`src/rtl/regbank_param_if.sv`:
```
// regbank_param_if: decoder/ALU-side bundle for the register bank.
// Ports (master = decoder side, slave = register bank):
//   clear            start a clear sweep
//   ctrl             write enable
//   write, datareg   write address and data
//   reg1, reg2       read addresses
//   read1, read2     registered read data
//   busy             clear sweep in progress
interface regbank_param_if #(
    parameter int DATA_W = 8,
    parameter int ADDR_W = 2
);
    logic              clear;
    logic              ctrl;
    logic [ADDR_W-1:0] write;
    logic [DATA_W-1:0] datareg;
    logic [ADDR_W-1:0] reg1;
    logic [ADDR_W-1:0] reg2;
    logic [DATA_W-1:0] read1;
    logic [DATA_W-1:0] read2;
    logic              busy;
    modport master (
        output clear, ctrl, write, datareg, reg1, reg2,
        input  read1, read2, busy
    );
    modport slave (
        input  clear, ctrl, write, datareg, reg1, reg2,
        output read1, read2, busy
    );
endinterface

```
`src/rtl/regbank_param.sv`:
```
// regbank_param: 2**ADDR_W x DATA_W register file, falling-edge, with bypass, optional zero reg and clear sweep.
// Ports:
//   clk   clock, state updates on the falling edge
//   rst   asynchronous active-high reset
//   bus   regbank_param_if.slave (clear, ctrl, write, datareg, reg1, reg2 in; read1, read2, busy out)
module regbank_param #(
    parameter int DATA_W   = 8,
    parameter int ADDR_W   = 2,
    parameter int ZERO_REG = 0
) (
    input  logic            clk,
    input  logic            rst,
    regbank_param_if.slave  bus
);
    localparam int DEPTH = 2 ** ADDR_W;
    localparam bit ZR    = (ZERO_REG != 0);
    typedef enum logic {IDLE, SWEEP} state_t;
    state_t            state_q, state_d;
    logic [ADDR_W-1:0] ptr_q, ptr_d;
    logic [DATA_W-1:0] mem_q [DEPTH];
    logic [DATA_W-1:0] mem_d [DEPTH];
    logic [DATA_W-1:0] read1_q, read1_d;
    logic [DATA_W-1:0] read2_q, read2_d;
    logic              wr_ok;
    logic [DATA_W-1:0] rd1, rd2;
    // With the zero register, address 0 neither accepts writes nor bypasses.
    assign wr_ok = bus.ctrl && !(ZR && bus.write == '0);
    assign rd1 = (ZR && bus.reg1 == '0) ? '0 :
                 (bus.ctrl && bus.write == bus.reg1) ? bus.datareg : mem_q[bus.reg1];
    assign rd2 = (ZR && bus.reg2 == '0) ? '0 :
                 (bus.ctrl && bus.write == bus.reg2) ? bus.datareg : mem_q[bus.reg2];
    always_comb begin
        state_d = state_q;
        ptr_d   = ptr_q;
        mem_d   = mem_q;
        read1_d = rd1;
        read2_d = rd2;
        if (state_q == SWEEP) begin
            mem_d[ptr_q] = '0;
            ptr_d        = ptr_q + 1'b1;
            read1_d      = '0;
            read2_d      = '0;
            state_d      = (&ptr_q) ? IDLE : SWEEP;
        end else if (bus.clear) begin
            state_d = SWEEP;
            ptr_d   = '0;
            read1_d = '0;
            read2_d = '0;
        end else if (wr_ok) begin
            mem_d[bus.write] = bus.datareg;
        end
    end
    always_ff @(negedge clk or posedge rst) begin
        if (rst) begin
            state_q <= IDLE;
            ptr_q   <= '0;
            read1_q <= '0;
            read2_q <= '0;
            for (int i = 0; i < DEPTH; i++) mem_q[i] <= '0;
        end else begin
            state_q <= state_d;
            ptr_q   <= ptr_d;
            read1_q <= read1_d;
            read2_q <= read2_d;
            for (int i = 0; i < DEPTH; i++) mem_q[i] <= mem_d[i];
        end
    end
    assign bus.read1 = read1_q;
    assign bus.read2 = read2_q;
    assign bus.busy  = (state_q == SWEEP);
endmodule
```
`src/flat_wrapper.sv`:
```
// flat-port wrapper written by rule: the top's interface ports become plain ports
module regbank_param_flat 
#(
    parameter int DATA_W   = 8,
    parameter int ADDR_W   = 2,
    parameter int ZERO_REG = 0
)
  (clk, rst, bus_clear, bus_ctrl, bus_write, bus_datareg, bus_reg1, bus_reg2, bus_read1, bus_read2, bus_busy);
  regbank_param_if #(.DATA_W(DATA_W), .ADDR_W(ADDR_W)) bus_i ();
  input  logic clk;
  input  logic rst;
  input wire logic [$bits(bus_i.clear)-1:0] bus_clear;
  input wire logic [$bits(bus_i.ctrl)-1:0] bus_ctrl;
  input wire logic [$bits(bus_i.write)-1:0] bus_write;
  input wire logic [$bits(bus_i.datareg)-1:0] bus_datareg;
  input wire logic [$bits(bus_i.reg1)-1:0] bus_reg1;
  input wire logic [$bits(bus_i.reg2)-1:0] bus_reg2;
  output wire logic [$bits(bus_i.read1)-1:0] bus_read1;
  output wire logic [$bits(bus_i.read2)-1:0] bus_read2;
  output wire logic [$bits(bus_i.busy)-1:0] bus_busy;
  assign bus_i.clear = bus_clear;
  assign bus_i.ctrl = bus_ctrl;
  assign bus_i.write = bus_write;
  assign bus_i.datareg = bus_datareg;
  assign bus_i.reg1 = bus_reg1;
  assign bus_i.reg2 = bus_reg2;
  assign bus_read1 = bus_i.read1;
  assign bus_read2 = bus_i.read2;
  assign bus_busy = bus_i.busy;
  regbank_param #(.DATA_W(DATA_W), .ADDR_W(ADDR_W), .ZERO_REG(ZERO_REG)) u_core (.clk(clk), .rst(rst), .bus(bus_i));
endmodule
```
`config.mk`:
```
export PLATFORM = sky130hd
export DESIGN_NAME = regbank_param_flat
export DESIGN_NICKNAME = d
export VERILOG_FILES = /design/src/rtl/regbank_param_if.sv /design/src/rtl/regbank_param.sv /design/src/flat_wrapper.sv
export SDC_FILE = /design/constraint.sdc
export NUM_CORES = 1
export LEC_CHECK = 0
export CAP_MARGIN = 25
export CORE_UTILIZATION = 55
export DETAILED_ROUTE_END_ITERATION = 10
export GPL_TIMING_DRIVEN = 0
export MAX_ROUTING_LAYER = met4
export PLACE_DENSITY_LB_ADDON = 0.08
export SLEW_MARGIN = 20
export SYNTH_ARGS = -nofsm -noshare
export SYNTH_HDL_FRONTEND = slang
export SYNTH_SLANG_ARGS = --single-unit
export TNS_END_PERCENT = 5
```
`constraint.sdc`:
```
create_clock -name clk -period 2.05 [get_ports clk]
set_input_delay 0.5125 -clock clk [delete_from_list [all_inputs] [get_ports clk]]
set_output_delay 0.5125 -clock clk [all_outputs]
set_load 0.01 [all_outputs]
```
After elaboration in Yosys (flattened, before gate mapping)
Index checks and enable logic that the tools add are counted.

Word-level logic and storage cells: 57. Output and inout bits: 17. Bits in read-only memories: 0. Memory bits (writable): 0. Bits in registers: 51. Memories kept: 0. Latch bits: 0.

Div/mod/pow operators: 0. Order comparisons: 6. Shift operators: 0. Mux-type cells: 25. Bitwise gates (word level): 6. Multiply operators: 0. $add $sub $neg: 1. Reductions and logical operators: 8. Equality and inequality tests: 3.

Operators with widths (count): 32-bit 2-to-1 mux (3); 8-bit 2-to-1 mux (12); 32-bit AND (1); 8-bit binary-select mux with 2-bit select (2); 32-bit bitwise mux (1); 8-bit demux with 2-bit select (2); 32-bit inverter (1); 3-bit >= comparator, second input constant (4); 2-bit inverter with 3-bit output (4); 3-bit by 1-bit < comparator with 1-bit output, second input constant (2); 2-bit == test (2); 1-bit logical AND (4); 2-bit 2-to-1 mux (2); 2-bit AND reduction (2); 2-bit nonzero test (2); 1-bit 2-to-1 mux (3); 2-bit by 1-bit adder with 2-bit output, second input constant (1); 2-bit by 1-bit != test with 1-bit output, second input constant (1).

Depth between registers and ports, before layout
Word-level depth: 9. Mapped depth: 5.

==> flow_summary.ini <==
[finish]
design_area_um2 = 3290
final_util = 0.739
syn2layout_area_growth_pct = 26.4
drive_above_1_share = 0.379
diodes = 0
fillers = 299
nets = 264

[logic_synthesis]
ys.flop_type = dfrtn_1
synth_cells = 200
synth_nets = 222
yosysWarnings = 0
synthDistinctLibCells = 29
synth-seq-cells = 51
synth_top_area_frac = 0.491
ys_top_cells_by_area = dfrtn_1 49%, mux4_2 14%, a22o_1 11%, o31ai_1 4.9%, nand4_1 3.9%
yosysSeqAreaShare = 0.491
synth_top_area_cell = dfrtn_1
synth_edf_count = 0
synthArstFlopShare = 1.00
avgSynthCellArea_um2 = 13.0
syn_area_um2 = 2600

[die]
coreArea_um2 = 4440
rows = 24
dieHeight_um = 70.7
die_w_um = 70.7
start_util = 0.585
ios = 35
die_area_um2 = 5000

[drt]
dr.pass1.iters = 7
drc = 10
via_count = 2018
ant_nets = 0
wl_mm = 6.84
via_per_inst = 6.84
drtIter0Drc = 347
wire_per_inst_um = 23.2

[global_route]
grt_first_pass_wirelength_mm = 11.0
antenna_found_initial = 0
grt_pass1_vias = 2040
grt_util_all_layers = 0.302
grt_max_degree = 52
overflow = 0

[run_status]
outcome = finished, violations left
violations = DRC, setup timing

[placed_design]
dp_hpwl_mm = 4.34
pre_cts_slack_ns = -1.41
io_buffers = 28
place_area_um2 = 2950
globalplace.congestion = 0.920

[setup_path]
cp_max_fo = 2
worstPathRequired_ns = 1.54
cp-start-kind = register
ff2ff_setup_slack_ns = 0.39
critPathCaptureType = primary output
cp_top_family = flip-flops
slowest_delay_ns = 0.41
crit_buf_inv = 1
slowest_stage = dfrtn_1
crit_type = register to primary output
crit_arrival_ns = 1.88
path_cells = buf_2

[timing]
hold_viol = 0
rsz0062_at_grt = yes
fin_ws_ns = -0.346
max_slew.worst_pin.slew_ns = 0.531
finClkSkew_ns = 0.00929
setup_viol = 65
maxSlewViolCount = 0
setup_tns_ns = -16.36
slew-limit-headroom = 0.646

[clock_tree]
clkSlewWorstSetupHoldPaths_ns = 0.06
numCtsBuffers = 5
clock_latency_ns = 0.31
cts-htree-levels = 2
cts_hold_buf = 0
cts.root.buffer_cell = clkbuf_8
cts_buffer_depth = 2
cts_tree = built
clock_sinks = 51

[pwr]
ir_drop_mv = 0.553
p_per_area_nw_per_um2 = 885
power_leakage_uw = 0.00144

[worst_hold_path]
min_path_type = register to register

[job]
cap_viol_max_count = 0
==> per-stage QoR <==
step	instances	power, uW	hold slack [ns]
global placement	280	2100	0.455
floorplan	200	1850	0.427
finish	295	2910	0.462
global route	295	3040	0.478
CTS	290	2820	0.465
detailed placement	280	2130	0.464
==> cells by family after synthesis <==
logic type,Yosys count,synth area share
XOR/XNOR,8,0.0270
multiplexers,17,0.143
AND/OR/NAND/NOR,28,0.0698
AO/OA/AOI/OAI,70,0.208
adder cells (fa/ha/maj),4,0.0193
flip-flops,51,0.491
buffers and inverters,22,0.0424
==> final cells by class <==
class	instances	area, um^2	area share
multi-input combinational	127	1380	0.420
buffer	11	135	0.0411
timing repair buffer	39	292	0.0887
sequential	51	1280	0.388
inverter	7	37.5	0.0114
tap	52	65.1	0.0198
clock buffer	8	100	0.0305
==> what timing repair did <==
action | 4_1_cts | 5_1_grt
resized for setup | 101 | 39
endpoints found under the hold margin | 0 | 0
buffers inserted | 4 | 6
pin swaps | 6 | 10
setup endpoints to repair | 117 | 65
==> final timing paths <==
check,from,cells past startpoint,to
setup / recovery,u_core.bus.busy$_DFF_NP0_,1,bus_busy
hold reg to reg,u_core.mem_q[0]$_DFFE_NP0P_,1,u_core.mem_q[0]$_DFFE_NP0P_
hold / removal,u_core.mem_q[0]$_DFFE_NP0P_,1,u_core.mem_q[0]$_DFFE_NP0P_
max in group asynchronous,rst,3,u_core.mem_q[28]$_DFFE_NP0P_
setup reg to reg,u_core.bus.busy$_DFF_NP0_,5,u_core.mem_q[12]$_DFFE_NP0P_
min in group asynchronous,rst,2,u_core.bus.read2[6]$_DFF_NP0_
==> routing by layer <==
metal | part of all wire | wire [um] | track usage
met4 | 0.012 | 84 | 0.0800
met5 | 0 | 0 | -
met2 | 0.49 | 3370 | 0.462
met3 | 0.097 | 664 | 0.0769
met1 | 0.40 | 2720 | 0.408
==> layout by cell type, fill, tap and decap left out, types with 3 or more instances in the layout <==
| cell type | count |
|---|---|
| a21oi_1 | 15 |
| a22o_1 | 32 |
| buf_2 | 19 |
| buf_4 | 11 |
| clkbuf_1 | 3 |
| clkbuf_8 | 8 |
| clkdlybuf4s50_1 | 8 |
| dfrtn_1 | 51 |
| ha_1 | 4 |
| inv_1 | 4 |
| mux4_2 | 16 |
| nand4_1 | 16 |
| o31ai_1 | 12 |
| o31ai_2 | 5 |
| xnor2_2 | 4 |
| xor2_2 | 4 |
==> report_power, final <==
part	switching, uW	internal, uW
Clock	321	308
Sequential	119	1170
Combinational	540	447
==> state kept, by name (all words and copies together) (netlist names) <==
name	flops
u_core.bus.busy	1
u_core.bus.read1	8
u_core.bus.read2	8
u_core.mem_q	32
u_core.ptr_q	2
==> Yosys cell counts, types with 2 or more instances <==
cell      number
nor2_1         2
o31ai_1       17
and3_1         2
buf_2          4
a22o_1        32
a21oi_1       16
buf_4          2
nand2_1        2
clkbuf_1       7
nand4_1       16
xor2_1         4
a32oi_1        2
ha_1           4
dfrtn_1       51
buf_6          2
xnor2_1        4
inv_1          6
mux4_2        16
==> worst register-to-register path, stage by stage (launching register included) <==
cell and delay [ns]:
dfrtn_1 0.35, buf_4 0.14, buf_6 0.14, or2_4 0.26, o41a_4 0.42, a22o_1 0.21
Note: power is estimated with default switching activity, not from simulation.
